$ cat src/rtl/mixcols_col_sched.sv
// Column-serial AES MixColumns sequencer.
// Accepts a 128-bit state, feeds its four columns one per cycle through a
// single shared column mixer, and presents the assembled result downstream.
// The final AES round skips MixColumns, so in_bypass loads the state straight
// into the output register.
//
//   state | meaning
//   ------+-------------------------------------------------------------
//   IDLE  | empty, ready for a new block
//   MIX   | one column per cycle through the mixer, col selects column
//   DONE  | result held on out_data until downstream takes it; a new
//         | block may be accepted on the same edge as the handoff
module mixcols_col_sched (
    input  logic         clk,
    input  logic         rst_n,
    input  logic         in_valid,
    output logic         in_ready,
    input  logic [127:0] in_data,
    input  logic         in_bypass,
    output logic         out_valid,
    input  logic         out_ready,
    output logic [127:0] out_data,
    output logic         busy
);

    typedef enum logic [1:0] {
        IDLE = 2'd0,
        MIX  = 2'd1,
        DONE = 2'd2
    } state_t;

    state_t       state;
    logic [1:0]   col;
    logic [127:0] hold_q;
    logic [127:0] out_q;
    logic         out_valid_q;
    logic         busy_q;
    logic         accept;
    logic [31:0]  mix_in;
    logic [31:0]  mix_out;
    logic [7:0]   a0, a1, a2, a3;

    function automatic logic [7:0] xtime(input logic [7:0] b);
        return {b[6:0], 1'b0} ^ (b[7] ? 8'h1b : 8'h00);
    endfunction

    // Ready in IDLE, or in DONE when the held result leaves this cycle.
    always_comb begin
        in_ready = (state == IDLE) || ((state == DONE) && out_ready);
    end

    assign accept    = in_valid && in_ready;
    assign out_valid = out_valid_q;
    assign out_data  = out_q;
    assign busy      = busy_q;

    // Column select: the counter picks which held column enters the mixer.
    always_comb begin
        mix_in = hold_q[127:96];
        case (col)
            2'd0:    mix_in = hold_q[127:96];
            2'd1:    mix_in = hold_q[95:64];
            2'd2:    mix_in = hold_q[63:32];
            default: mix_in = hold_q[31:0];
        endcase
    end

    // The single shared column mixer; row 0 sits in the top byte.
    always_comb begin
        a0 = mix_in[31:24];
        a1 = mix_in[23:16];
        a2 = mix_in[15:8];
        a3 = mix_in[7:0];
        mix_out[31:24] = xtime(a0) ^ (xtime(a1) ^ a1) ^ a2 ^ a3;
        mix_out[23:16] = a0 ^ xtime(a1) ^ (xtime(a2) ^ a2) ^ a3;
        mix_out[15:8]  = a0 ^ a1 ^ xtime(a2) ^ (xtime(a3) ^ a3);
        mix_out[7:0]   = (xtime(a0) ^ a0) ^ a1 ^ a2 ^ xtime(a3);
    end

    // Sequencer: accept, step columns, hold result until handed off.
    always_ff @(posedge clk or negedge rst_n) begin
        if (!rst_n) begin
            state       <= IDLE;
            col         <= 2'd0;
            hold_q      <= '0;
            out_q       <= '0;
            out_valid_q <= 1'b0;
            busy_q      <= 1'b0;
        end else begin
            case (state)
                IDLE, DONE: begin
                    if (accept) begin
                        hold_q <= in_data;
                        busy_q <= 1'b1;
                        if (in_bypass) begin
                            out_q       <= in_data;
                            out_valid_q <= 1'b1;
                            state       <= DONE;
                        end else begin
                            col         <= 2'd0;
                            out_valid_q <= 1'b0;
                            state       <= MIX;
                        end
                    end else if ((state == DONE) && out_ready) begin
                        out_valid_q <= 1'b0;
                        busy_q      <= 1'b0;
                        state       <= IDLE;
                    end
                end
                MIX: begin
                    case (col)
                        2'd0:    out_q[127:96] <= mix_out;
                        2'd1:    out_q[95:64]  <= mix_out;
                        2'd2:    out_q[63:32]  <= mix_out;
                        default: out_q[31:0]   <= mix_out;
                    endcase
                    col <= col + 2'd1;
                    if (col == 2'd3) begin
                        out_valid_q <= 1'b1;
                        state       <= DONE;
                    end
                end
                default: begin
                    out_valid_q <= 1'b0;
                    busy_q      <= 1'b0;
                    state       <= IDLE;
                end
            endcase
        end
    end

endmodule

$ cat config.mk
export PLATFORM = sky130hd
export DESIGN_NAME = mixcols_col_sched
export DESIGN_NICKNAME = d
export VERILOG_FILES = /design/src/rtl/mixcols_col_sched.sv
export SDC_FILE = /design/constraint.sdc
export NUM_CORES = 1
export LEC_CHECK = 0
export ABC_CLOCK_PERIOD_IN_PS = 3900
export CAP_MARGIN = 20
export CELL_PAD_IN_SITES_DETAIL_PLACEMENT = 1
export CELL_PAD_IN_SITES_GLOBAL_PLACEMENT = 1
export CORE_UTILIZATION = 40
export CTS_BUF_LIST = sky130_fd_sc_hd__clkbuf_8
export CTS_CLUSTER_SIZE = 10
export DETAILED_ROUTE_END_ITERATION = 12
export MAX_ROUTING_LAYER = met4
export PLACE_DENSITY_LB_ADDON = 0.1
export SKIP_CTS_REPAIR_TIMING = 1
export SLEW_MARGIN = 20
export SYNTH_ARGS = -nofsm -noshare
export SYNTH_HDL_FRONTEND = slang
export SYNTH_SLANG_ARGS = --single-unit
$ cat constraint.sdc
create_clock -name clk -period 3.9 [get_ports clk]
set_input_delay 0.39 -clock clk [delete_from_list [all_inputs] [get_ports clk]]
set_output_delay 0.39 -clock clk [all_outputs]
set_load 0.02 [all_outputs]
# Word-level counts from Yosys, hierarchy flattened
# Index checks and enable logic that the tools add are counted.
word_totals:
  register_bits: 262
  out_inout_bits: 131
  word_cells: 88
classes:
  n_addsub: 1
  bitwise_logic: 21
  eq_ne: 14
  n_mux: 27
  reduce_logical: 16
op_table:
  columns: ["cell", "n"]
  rows:
  - ["$mux 128", 2]
  - ["$pmux 128 s2", 1]
  - ["$mux 32", 4]
  - ["$xor 8x8->8", 16]
  - ["$pmux 32 s3", 1]
  - ["$xor 8x5->8", 4]
  - ["$mux 5", 4]
  - ["$ne 2x2->1 const B", 8]
  - ["$reduce_and 4->1", 4]
  - ["$mux 2", 6]
  - ["$pmux 2 s2", 2]
  - ["$eq 2x2->1 const B", 3]
  - ["$reduce_and 2->1", 3]
  - ["$mux 1", 5]
  - ["$eq 2x1->1 const B", 2]
  - ["$logic_not 2->1", 2]
  - ["$pmux 1 s2", 2]
  - ["$ne 3x3->1 const B", 1]
  - ["$reduce_and 3->1", 1]
  - ["$reduce_or 3->1", 1]
  - ["$add 2x1->2 const B", 1]
  - ["$logic_and 1x1->1", 2]
  - ["$reduce_bool 2->1", 1]
  - ["$reduce_or 2->1", 1]
  - ["other kinds (2)", 2]

# Longest topological paths before layout
# Gate-level depths: netlist of run 1.
depth:
  word_depth: 10
  ltp_mapped: 11
  mapped_depth_nobuf: 8

# Least setup slack after synthesis of run 1
# No wires, ideal clock.
synth_path:
  path_type: "flip-flop to flip-flop"
  from: "reg col[0]"
  to: "reg out_q[65] (netlist: out_data[65])"
  n_path_buf: 2
  period_less_slack_ns: 2.852
  arrival_time_ns: 2.783
  stages_incl_launch_ff: 10
  t_required_ns: 3.831
  setup_slack_ns: 1.048
  path_cell_list: "dfrtp_1 -> inv_1 -> ha_1 -> buf_6 -> buf_6 -> a222oi_1 -> xor2_1 -> mux2_2 -> or4_1 -> nand3_1"
synth_via:
  elab_chain_len: 10
  elab_cells_between_ends: 16
  cone_classes: "3 x eq/ne; 5 x mux; 6 x bitwise; 2 x reduce/logical"
synth_rtl:
  columns: ["item", "line_no", "source"]
  rows:
  - ["from (decl)", "33", "logic [1:0] col;"]
  - ["from (signal assigned)", "117", "col <= col + 2'd1;"]
  - ["$eq 2x2->1, or another cell as far along", "60", "case (col)"]
  - ["$pmux 32 s3", "60", null]
  - ["$mux 5", "44", "return {b[6:0], 1'b0} ^ (b[7] ? 8'h1b : 8'h00);"]
  - ["$xor 8x5->8", "44", null]
  - ["$xor 8x8->8 (4 in a row)", "77", "mix_out[7:0] = (xtime(a0) ^ a0) ^ a1 ^ a2 ^ xtime(a3);"]
  - ["$mux 32", "111", "case (col)"]
  - ["$pmux 128 s2", "90", "case (state)"]
  - ["to (signal assigned)", "96", "out_q <= in_data;"]
  - ["to (signal assigned)", "113", "2'd1: out_q[95:64] <= mix_out;"]
  - ["to (decl)", "35", "logic [127:0] out_q;"]
# Several ways; a longest one is shown, not always the timed one. The select of a mux whose other input is x is not followed.
# A chain may end at the register's enable or synchronous reset.

# Worst setup path in the final report of run 1
layout_path:
  from: "reg col[0]"
  to: "reg out_q[61] (netlist: out_data[61])"
layout_via:
  elab_chain_len: 9
  elab_cells_between_ends: 14
  cone_classes: "3 x eq/ne; 3 x mux; 6 x bitwise; 2 x reduce/logical"
layout_rtl:
  columns: ["item", "line_no", "source"]
  rows:
  - ["$eq 2x2->1, or another cell as far along", "60, 111", null]
  - ["$pmux 32 s3", "60", null]
  - ["$xor 8x5->8", "44", null]
  - ["$xor 8x8->8 (4 in a row)", "74", "mix_out[31:24] = xtime(a0) ^ (xtime(a1) ^ a1) ^ a2 ^ a3;"]
  - ["$mux 32", "111", null]
  - ["$pmux 128 s2", "90", null]
  - ["to (signal assigned)", "96", null]
  - ["to (signal assigned)", "114", "2'd2: out_q[63:32] <= mix_out;"]
# Several ways; a longest one is shown, not always the timed one. The select of a mux whose other input is x is not followed.

==> impl_metrics.yaml, run 1 <==
sta:
  clock-skew-final_ns: 0.0315
  max-slew-margin-rel_pct: 25.8
  grt_setup_unrepaired: "false"
  finalMaxSlewViolations: 0
  final-setup-viol-count: 0
  report.final.hold_viol_count: 0
  final_clock_period_utilization_by_the_worst_path_pct: 94.6
  maximum_frequency_from_static_timing_analysis_ghz: 0.271
  max_slew.worst_pin.slew_ns: 1.11
  finalSetupTns_ns: 0
  post_route_minimum_period_ns: 3.69
detailed_routing:
  num_vias: 12661
  viasPerCell: 5.69
  first_pass_iters: 10
  detail-route-antenna-nets: 0
  routed_wire_length_per_instance_um: 25.1
  detail_route.drc_violations: 0
  initialDrtViolationCount: 1017
  finalWirelength_um: 55700
placement:
  placement.cell_area_um2: 16800
  dp_hpwl_um: 39600
  port-buffer-count: 263
  gpl.final_weighted_congestion: 0.945
worst_setup_path:
  crit-reg2reg-launch: "col[0]"
  critPathCaptureType: "flip-flop"
  regToRegSetupSlack_ns: 0.21
  setup.worst_path.class: "flip-flop to flip-flop"
  worst_endpoint_required_time_ns: 4.33
  crit_path_start_kind: "flip-flop"
  worst_ep_arrival_time_ns: 4.12
  reg2regPathDepth: 9
  critical_path.max_fanout: 22
  reg2reg_to: "out_data[61]"
finish:
  antenna_cells_inserted: 0
  seqCellArea_um2: 6530
  fillerInstances: 3822
  multi_input_area_um2: 6500
  layout.cells.most_common_list: "nand2_1, clkdlybuf4s50_1, dfrtp_1, xnor2_1, buf_4"
  area_delta_synth_final_pct: 32.1
  postLayoutCellArea_um2: 17800
  drive_gt1_share_pct: 9.37
  final_net_count: 1884
  layout_commonest_cell: "nand2_1"
clock_network:
  tritoncts: "built"
  cts_made_buffers: 47
  cts.clk_slew.worst_paths_ns: 0.06
  cts_max_level: 2
  cts_root_buffer: "clkbuf_8"
  clock-sinks: 261
  cts-root-to-sink-buffers: 3
  clk-insertion-delay-late_ns: 0.58
floorplan:
  overall_die_area_um2: 34400
  fp-row-count: 66
  initial_cell_density_of_the_core_pct: 41.0
  core_area_um2: 32900
  fp.dieH_um: 186
  fp.dieW_um: 186
  ios: 264
grt:
  number_of_antenna_violations_at_the_first_check_in_global_routing: 0
  first_global_vias: 13169
  track_usage_pct: 33.6
  grt_start_max_net_pins: 130
  grt_remaining_overflow: 0
  grt_first_pass_wirelength_um: 82900
hold_path:
  holdPathStages: 3
  worst_hold_path.endpoint: "hold_q[30]"
  worst_hold_path_type: "input port to flip-flop"
  hold_start: "in_data[30]"
logic_synthesis:
  seq_area_frac_synth_pct: 48.4
  syn-mean-instance-area_um2: 9.13
  async_reset_ff_share_pct: 100
  synthCells: 1477
  synth_cell_types: 48
  edff_count_synth: 0
  ys_dominant_reg_cell: "dfrtp_1"
  syn-cell-area_um2: 13500
  synthesis.nets: 1615
  yosys_warnings: 0
  ys_ff_latch: 261
outcome:
  outcome: "finished clean"
job:
  maxCapViolations: 0
[critical path, stage by stage, from the launching register on]
cell and delay [ns]:
dfrtp_1 0.43, inv_1 0.09, ha_1 0.50, buf_4 0.30
a222oi_1 0.71, xnor2_1 0.40, mux2i_1 0.27, xor2_1 0.28
xnor2_1 0.21, a221o_1 0.36
[metal layers]
layer  wire length, µm  GRT usage [%]  vias up
met5                 0              -        -
met4              1360           9.44        0
met3              3950           6.36       84
met2             25800           52.4      528
met1             24600           44.6     6432
li1                  -              -     5617
[flip-flops by register name, indices dropped and copies added, names as in the netlist]
| name | count |
|---|---|
| busy | 1 |
| col | 2 |
| hold_q | 128 |
| out_data | 128 |
| state | 2 |
[synth_stat cells (2+ instances only)]
library cell / number / share of area (%)
nand2_1: 434 / 12
dfrtp_1: 261 / 48
xnor2_1: 115 / 7.5
clkbuf_1: 105 / 2.9
and3_1: 64 / 3.0
nor2_1: 63 / 1.8
xor2_1: 60 / 3.9
a221o_1: 55 / 4.1
o21ai_0: 45 / 1.7
a21oi_1: 43 / 1.6
a222oi_1: 32 / 2.4
o22ai_1: 26 / 1.2
nand3_1: 21 / 0.78
nor3_1: 18 / 0.67
a211oi_1: 16 / 0.89
mux2i_1: 16 / 1.2
o21ai_1: 11 / 0.41
o211ai_1: 10 / 0.56
or4_1: 8 / 0.45
a22oi_1: 6 / 0.33
ha_1: 5 / 0.46
inv_1: 5 / 0.14
mux2_2: 5 / 0.42
nor2b_1: 5 / 0.23
a31oi_1: 4 / 0.19
and2_1: 4 / 0.19
buf_6: 4 / 0.33
o31ai_1: 4 / 0.22
or2_2: 4 / 0.19
a21o_1: 3 / 0.17
a22o_1: 3 / 0.19
buf_1: 3 / 0.084
buf_2: 2 / 0.074
or3_1: 2 / 0.093
xnor2_2: 2 / 0.24
[area by class of cell]
| class | count | area share, % |
|---|---|---|
| Sequential cell | 261 | 36.7 |
| Clock buffer | 63 | 4.87 |
| Inverter | 5 | 0.105 |
| Tap cell | 442 | 3.10 |
| Clock inverter | 22 | 0.569 |
| Timing Repair Buffer | 334 | 18.2 |
| Multi-Input combinational cell | 1097 | 36.5 |
[kinds of logic after synthesis]
logic type               Yosys count  share of synthesized area, %
flip-flops                       261                          48.4
AND/OR/NAND/NOR                  630                          19.8
multiplexers                      22                          1.77
AO/OA/AOI/OAI                    262                          14.2
buffers and inverters            119                          3.55
adder cells (fa/ha/maj)            5                         0.464
XOR/XNOR                         178                          11.7
[how the worst max path moves through the flow]
stage / from / to / depth (start not counted)
floorplan: col[0] / out_data[65] / 9
global placement: col[0] / out_data[79] / 9
detailed placement: col[0] / out_data[79] / 9
CTS: col[0] / out_data[47] / 9
global route: col[0] / out_data[105] / 10
finish: col[0] / out_data[61] / 9
[per-stage QoR]
| stage | hold slack [ns] | util, % | worst slack [ns] | instances |
|---|---|---|---|---|
| floorplan | 0.0944 | - | 1.05 | 1477 |
| global placement | 0.459 | 51.0 | 0.140 | 2129 |
| detailed placement | 0.464 | 51.0 | 0.0765 | 2129 |
| CTS | -0.0823 | 53.9 | 0.0267 | 2214 |
| global route | 0.366 | 54.2 | 0.00209 | 2224 |
| finish | 0.374 | 54.2 | 0.211 | 2224 |
Power of run 1 is left out: the tool's default activity adds up to more than one toggle a clock period on the data nets, which glitch-free logic cannot reach.
==> run 2: changes to the inputs <==
--- a/config.mk
+++ b/config.mk
@@ -14,7 +14,7 @@
 export CTS_CLUSTER_SIZE = 10
 export DETAILED_ROUTE_END_ITERATION = 12
 export MAX_ROUTING_LAYER = met4
-export PLACE_DENSITY_LB_ADDON = 0.1
+export PLACE_DENSITY_LB_ADDON = 0.15
 export SKIP_CTS_REPAIR_TIMING = 1
 export SLEW_MARGIN = 20
 export SYNTH_ARGS = -nofsm -noshare
==> run 2 against run 1 <==
  * Critical endpoint is now out_data[79]
  * Fmax fell by 3.4%
  * Hold slack better by 0.016 ns
  * Highest routed layer unchanged
  * Sequential share of layout area is 0.080 points higher
  * Die area is the same
  * Global-route usage down 0.17 points
  * Routed wire length barely moved
  * Clock skew is 0.0013 ns lower
  * Register-to-register slack worse by 0.13 ns
==> impl_metrics.yaml, run 2 (synthesis results as in run 1) <==
worst_setup_path:
  cp-startpoint: "col[0]"
  reg2regPathDepth: 10
  reg2reg_to: "out_data[79]"
  max_stage_delay_ns: 0.69
  timing.critical_path.slowest_stage_cell: "a222oi_1"
  setup.worst_path.class: "flip-flop to flip-flop"
  regToRegSetupSlack_ns: 0.08
  critPathCaptureType: "flip-flop"
  crit_path_start_kind: "flip-flop"
  critical_path.most_common_cell: "xor2_1"
  critPathCapture: "out_data[79]"
  worst_endpoint_required_time_ns: 4.38
  critical_path.max_fanout: 17
  worst_ep_arrival_time_ns: 4.30
  sequence_of_cells_on_the_critical_path: "inv_1 -> ha_1 -> buf_4 -> a222oi_1 -> clkbuf_2 -> xnor2_1 -> xor2_1 -> o21ai_0 -> xor2_1 -> a221o_1"
  crit-reg2reg-launch: "col[0]"
sta:
  final_clock_period_utilization_by_the_worst_path_pct: 97.9
  post_route_minimum_period_ns: 3.82
  fin_worst_hold_slack_ns: 0.390
  finalMaxSlewViolations: 0
  report.final.hold_viol_count: 0
  final-setup-viol-count: 0
  grt_setup_unrepaired: "false"
  clock-skew-final_ns: 0.0301
  max_slew.worst_pin.slew_ns: 1.14
  max-slew-margin-rel_pct: 23.8
  maximum_frequency_from_static_timing_analysis_ghz: 0.262
finish:
  final_cells: 2219
  final_net_count: 1893
  postLayoutCellArea_um2: 17800
  layout_commonest_cell: "nand2_1"
  fillerInstances: 3851
  layout.cells.most_common_list: "nand2_1, clkdlybuf4s50_1, dfrtp_1, xnor2_1, buf_4"
  area_delta_synth_final_pct: 31.8
  drive_gt1_share_pct: 9.23
  seqCellArea_um2: 6530
  multi_input_area_um2: 6510
placement:
  dp_hpwl_um: 40300
  gpl.final_weighted_congestion: 0.981
  placedCellCount: 2142
  port-buffer-count: 263
  placement.cell_area_um2: 16900
grt:
  grt_first_pass_wirelength_um: 82800
  grt_remaining_overflow: 0
  grt_start_max_net_pins: 130
  track_usage_pct: 33.4
  first_global_vias: 13172
  number_of_antenna_violations_at_the_first_check_in_global_routing: 2
detailed_routing:
  num_vias: 12732
  finalWirelength_um: 55800
  initialDrtViolationCount: 1161
  routed_wire_length_per_instance_um: 25.1
  detail_route.drc_violations: 0
  viasPerCell: 5.74
  detail-route-antenna-nets: 0
  first_pass_iters: 8
job:
  maxCapViolations: 0
floorplan:
  fp.dieH_um: 186
  ios: 264
  fp-row-count: 66
  initial_cell_density_of_the_core_pct: 41.0
  overall_die_area_um2: 34400
  core_area_um2: 32900
  fp.dieW_um: 186
clock_network:
  clk-insertion-delay-late_ns: 0.56
  cts-root-to-sink-buffers: 3
  cts_made_buffers: 45
  cts_root_buffer: "clkbuf_8"
  clock-sinks: 261
  cts_max_level: 2
  cts.clk_slew.worst_paths_ns: 0.06
  tritoncts: "built"
outcome:
  outcome: "finished clean"
hold_path:
  worst_hold_path_type: "input port to flip-flop"
run 2: worst min-delay path by stage:
stage            startpoint             to  slack [ns]  cells past startpoint
2_1_floorplan         rst_n           busy        0.09                      0
3_5_place_dp    hold_q[120]    hold_q[120]        0.47                      2
4_1_cts               rst_n  out_data[127]       -0.06                      1
5_1_grt        in_data[115]    hold_q[115]        0.39                      3
3_3_place_gp    hold_q[120]    hold_q[120]        0.46                      2
6_report        in_data[92]     hold_q[92]        0.39                      3
run 2: through the flow:
| stage | setup slack [ns] | utilization [%] | TNS, ns |
|---|---|---|---|
| 2_1_floorplan | 1.05 | - | 0 |
| 3_3_place_gp | 0.0263 | 51.5 | 0 |
| 3_5_place_dp | -0.0465 | 51.5 | -0.110 |
| 4_1_cts | -0.0600 | 53.9 | -0.189 |
| 5_1_grt | 0.0174 | 54.1 | 0 |
| 6_report | 0.0833 | 54.1 | 0 |
run 2: layout make-up:
class                           count  area share, %
Antenna cell                        1         0.0141
Tap cell                          442           3.11
Inverter                            5          0.106
Sequential cell                   261           36.7
Timing Repair Buffer              345           18.9
Multi-Input combinational cell   1097           36.6
Clock inverter                     15          0.352
Clock buffer                       53           4.10
run 2: critical path: cells and delay by family (launching register included):
kind                       cells  cell delay (ns)
adders and majority gates      1             0.45
AOI/OAI and AO/OA              3             1.17
buffers and inverters          3             0.68
xor gates and xnor gates       3             0.99
DFF                            1             0.45
run 2: routing by layer:
metal | track usage [%] | routed length, µm
met2 | 51.7 | 26000
met3 | 6.10 | 4290
met4 | 10.5 | 1600
met5 | - | 0
met1 | 44.5 | 23800
Power of run 2 is left out for the same reason.
==> run 3: changes to the inputs <==
--- a/config.mk
+++ b/config.mk
@@ -6,13 +6,13 @@
 export NUM_CORES = 1
 export LEC_CHECK = 0
 export ABC_CLOCK_PERIOD_IN_PS = 3900
-export CAP_MARGIN = 20
 export CELL_PAD_IN_SITES_DETAIL_PLACEMENT = 1
 export CELL_PAD_IN_SITES_GLOBAL_PLACEMENT = 1
 export CORE_UTILIZATION = 40
 export CTS_BUF_LIST = sky130_fd_sc_hd__clkbuf_8
 export CTS_CLUSTER_SIZE = 10
 export DETAILED_ROUTE_END_ITERATION = 12
+export GPL_TIMING_DRIVEN = 0
 export MAX_ROUTING_LAYER = met4
 export PLACE_DENSITY_LB_ADDON = 0.15
 export SKIP_CTS_REPAIR_TIMING = 1
@@ -20,3 +20,4 @@
 export SYNTH_ARGS = -nofsm -noshare
 export SYNTH_HDL_FRONTEND = slang
 export SYNTH_SLANG_ARGS = --single-unit
+export TNS_END_PERCENT = 1
==> run 3 against run 2 <==
  * Via count up 3.4%
  * The run now ends with setup timing left
  * Final area about the same
  * Highest routed layer unchanged
  * Register-to-register slack worse by 0.16 ns
  * Die area unchanged
==> impl_metrics.yaml, run 3 (synthesis results as in run 1) <==
sta:
  maximum_frequency_from_static_timing_analysis_ghz: 0.251
  final-setup-viol-count: 6
  clock-skew-final_ns: 0.0276
  report.final.hold_viol_count: 0
  timing.final.ws_setup_ns: -0.0784
  max_slew.worst_pin.slew_ns: 1.20
  final_clock_period_utilization_by_the_worst_path_pct: 102
  post_route_minimum_period_ns: 3.98
  grt_setup_unrepaired: "true"
  max-slew-margin-rel_pct: 20.0
  finalMaxSlewViolations: 0
worst_setup_path:
  worst_endpoint_required_time_ns: 4.39
  timing.critical_path.slowest_stage_cell: "clkbuf_1"
  worst_ep_arrival_time_ns: 4.47
  critical_path.most_common_cell: "clkbuf_1"
  regToRegSetupSlack_ns: -0.08
  sequence_of_cells_on_the_critical_path: "inv_1 -> ha_1 -> clkbuf_1 -> clkbuf_1 -> nand2_1 -> a21oi_1 -> or2_2 -> clkbuf_1 -> clkbuf_1 -> o21ai_0 -> o21ai_1"
  crit-reg2reg-launch: "col[1]"
  crit_path_start_kind: "flip-flop"
  max_stage_delay_ns: 0.71
  reg2reg_to: "out_data[124]"
  critPathCaptureType: "flip-flop"
  reg2regPathDepth: 11
  setup.worst_path.class: "flip-flop to flip-flop"
  critical_path.max_fanout: 10
job:
  maxCapViolations: 0
detailed_routing:
  first_pass_iters: 7
  detail_route.drc_violations: 0
  routed_wire_length_per_instance_um: 27.8
  viasPerCell: 5.77
  num_vias: 13160
  initialDrtViolationCount: 1416
  detail-route-antenna-nets: 0
  finalWirelength_um: 63400
hold_path:
  worst_hold_path.endpoint: "hold_q[104]"
  worst_hold_path_type: "input port to flip-flop"
  hold_start: "in_data[104]"
  holdPathStages: 3
grt:
  grt_start_max_net_pins: 94
  grt_first_pass_wirelength_um: 91200
  grt_remaining_overflow: 0
  number_of_antenna_violations_at_the_first_check_in_global_routing: 2
  track_usage_pct: 38.3
  first_global_vias: 13590
floorplan:
  initial_cell_density_of_the_core_pct: 41.0
  fp.dieW_um: 186
  fp-row-count: 66
  core_area_um2: 32900
  overall_die_area_um2: 34400
  fp.dieH_um: 186
  ios: 264
finish:
  final_util_pct: 54.1
  area_delta_synth_final_pct: 31.8
  drive_gt1_share_pct: 6.16
  layout_commonest_cell: "nand2_1"
  layout.cells.most_common_list: "nand2_1, clkdlybuf4s50_1, dfrtp_1, xnor2_1, clkbuf_1"
  fillerInstances: 3817
  final_net_count: 1942
clock_network:
  cts.clk_slew.worst_paths_ns: 0.06
  clk-insertion-delay-late_ns: 0.59
  clock-sinks: 261
  cts-root-to-sink-buffers: 3
  tritoncts: "built"
  cts_made_buffers: 44
  cts_root_buffer: "clkbuf_8"
  cts_max_level: 2
outcome:
  outcome: "complete, but fails checks"
  violations_in_the_final_reports: "setup timing"
placement:
  gpl.final_weighted_congestion: 0.986
  dp_hpwl_um: 47800
  pre_cts_ws_ns: -0.487
  port-buffer-count: 263
==> run 3: changes by cell type in the layout (fill, tap and decap cells not counted), moves of 5 or more <==
| cell | before | now |
|---|---|---|
| inv_1 | 18 | 26 |
| buf_12 | 9 | 0 |
| buf_2 | 0 | 5 |
| clkbuf_1 | 0 | 101 |
| xnor2_1 | 114 | 108 |
| buf_4 | 71 | 12 |
| xnor2_2 | 3 | 9 |
| nor2_1 | 58 | 63 |
==> run 3: cell type report <==
type | instances | area, µm² | share of cell area [%]
well taps | 442 | 553 | 3.11
flip-flops and latches | 261 | 6530 | 36.8
diodes | 2 | 5.00 | 0.0282
inverters | 5 | 18.8 | 0.106
clock inverters | 26 | 125 | 0.704
clock buffers | 51 | 702 | 3.95
multi-input cells | 1097 | 6560 | 36.9
repair buffers | 281 | 2810 | 15.8
plain buffers | 114 | 464 | 2.61
==> run 3: routing by layer <==
metal / GRT usage (%) / up-vias / wire length (µm)
li1: - / 5730 / -
met1: 51.0 / 6670 / 27100
met2: 58.4 / 617 / 28600
met3: 5.79 / 143 / 5030
met4: 15.7 / 0 / 2620
met5: - / - / 0
==> run 3: metrics by stage <==
stage	std cells	hold slack (ns)	TNS, ns	cell area, µm²
after floorplan	1477	0.0944	0	13500
after global placement	2182	0.459	-2378.82	16700
after detailed placement	2187	0.405	-5.87	16800
after CTS	2264	-0.203	-6.54	17600
after global routing	2279	0.374	-2.57	17800
final	2279	0.366	-0.250	17800
==> run 3: worst max-delay path by stage <==
stage	from	cells after the start	to	slack (ns)
2_1_floorplan	col[0]	9	out_data[65]	1.05
3_3_place_gp	rst_n	1	out_data[124]	-9.13
3_5_place_dp	col[0]	9	out_data[110]	-0.49
4_1_cts	col[0]	9	out_data[110]	-0.50
5_1_grt	col[0]	11	out_data[124]	-0.26
6_report	col[1]	11	out_data[124]	-0.08
==> run 3: critical path: cells and delay by family (launching register included) <==
family	cells	cell delay, ns
AOI/OAI and AO/OA	3	0.61
adders and majority gates	1	0.14
and+or+nand+nor	2	0.28
DFF	1	0.44
buffers and inverters	5	2.42
Power of run 3 is left out for the same reason.
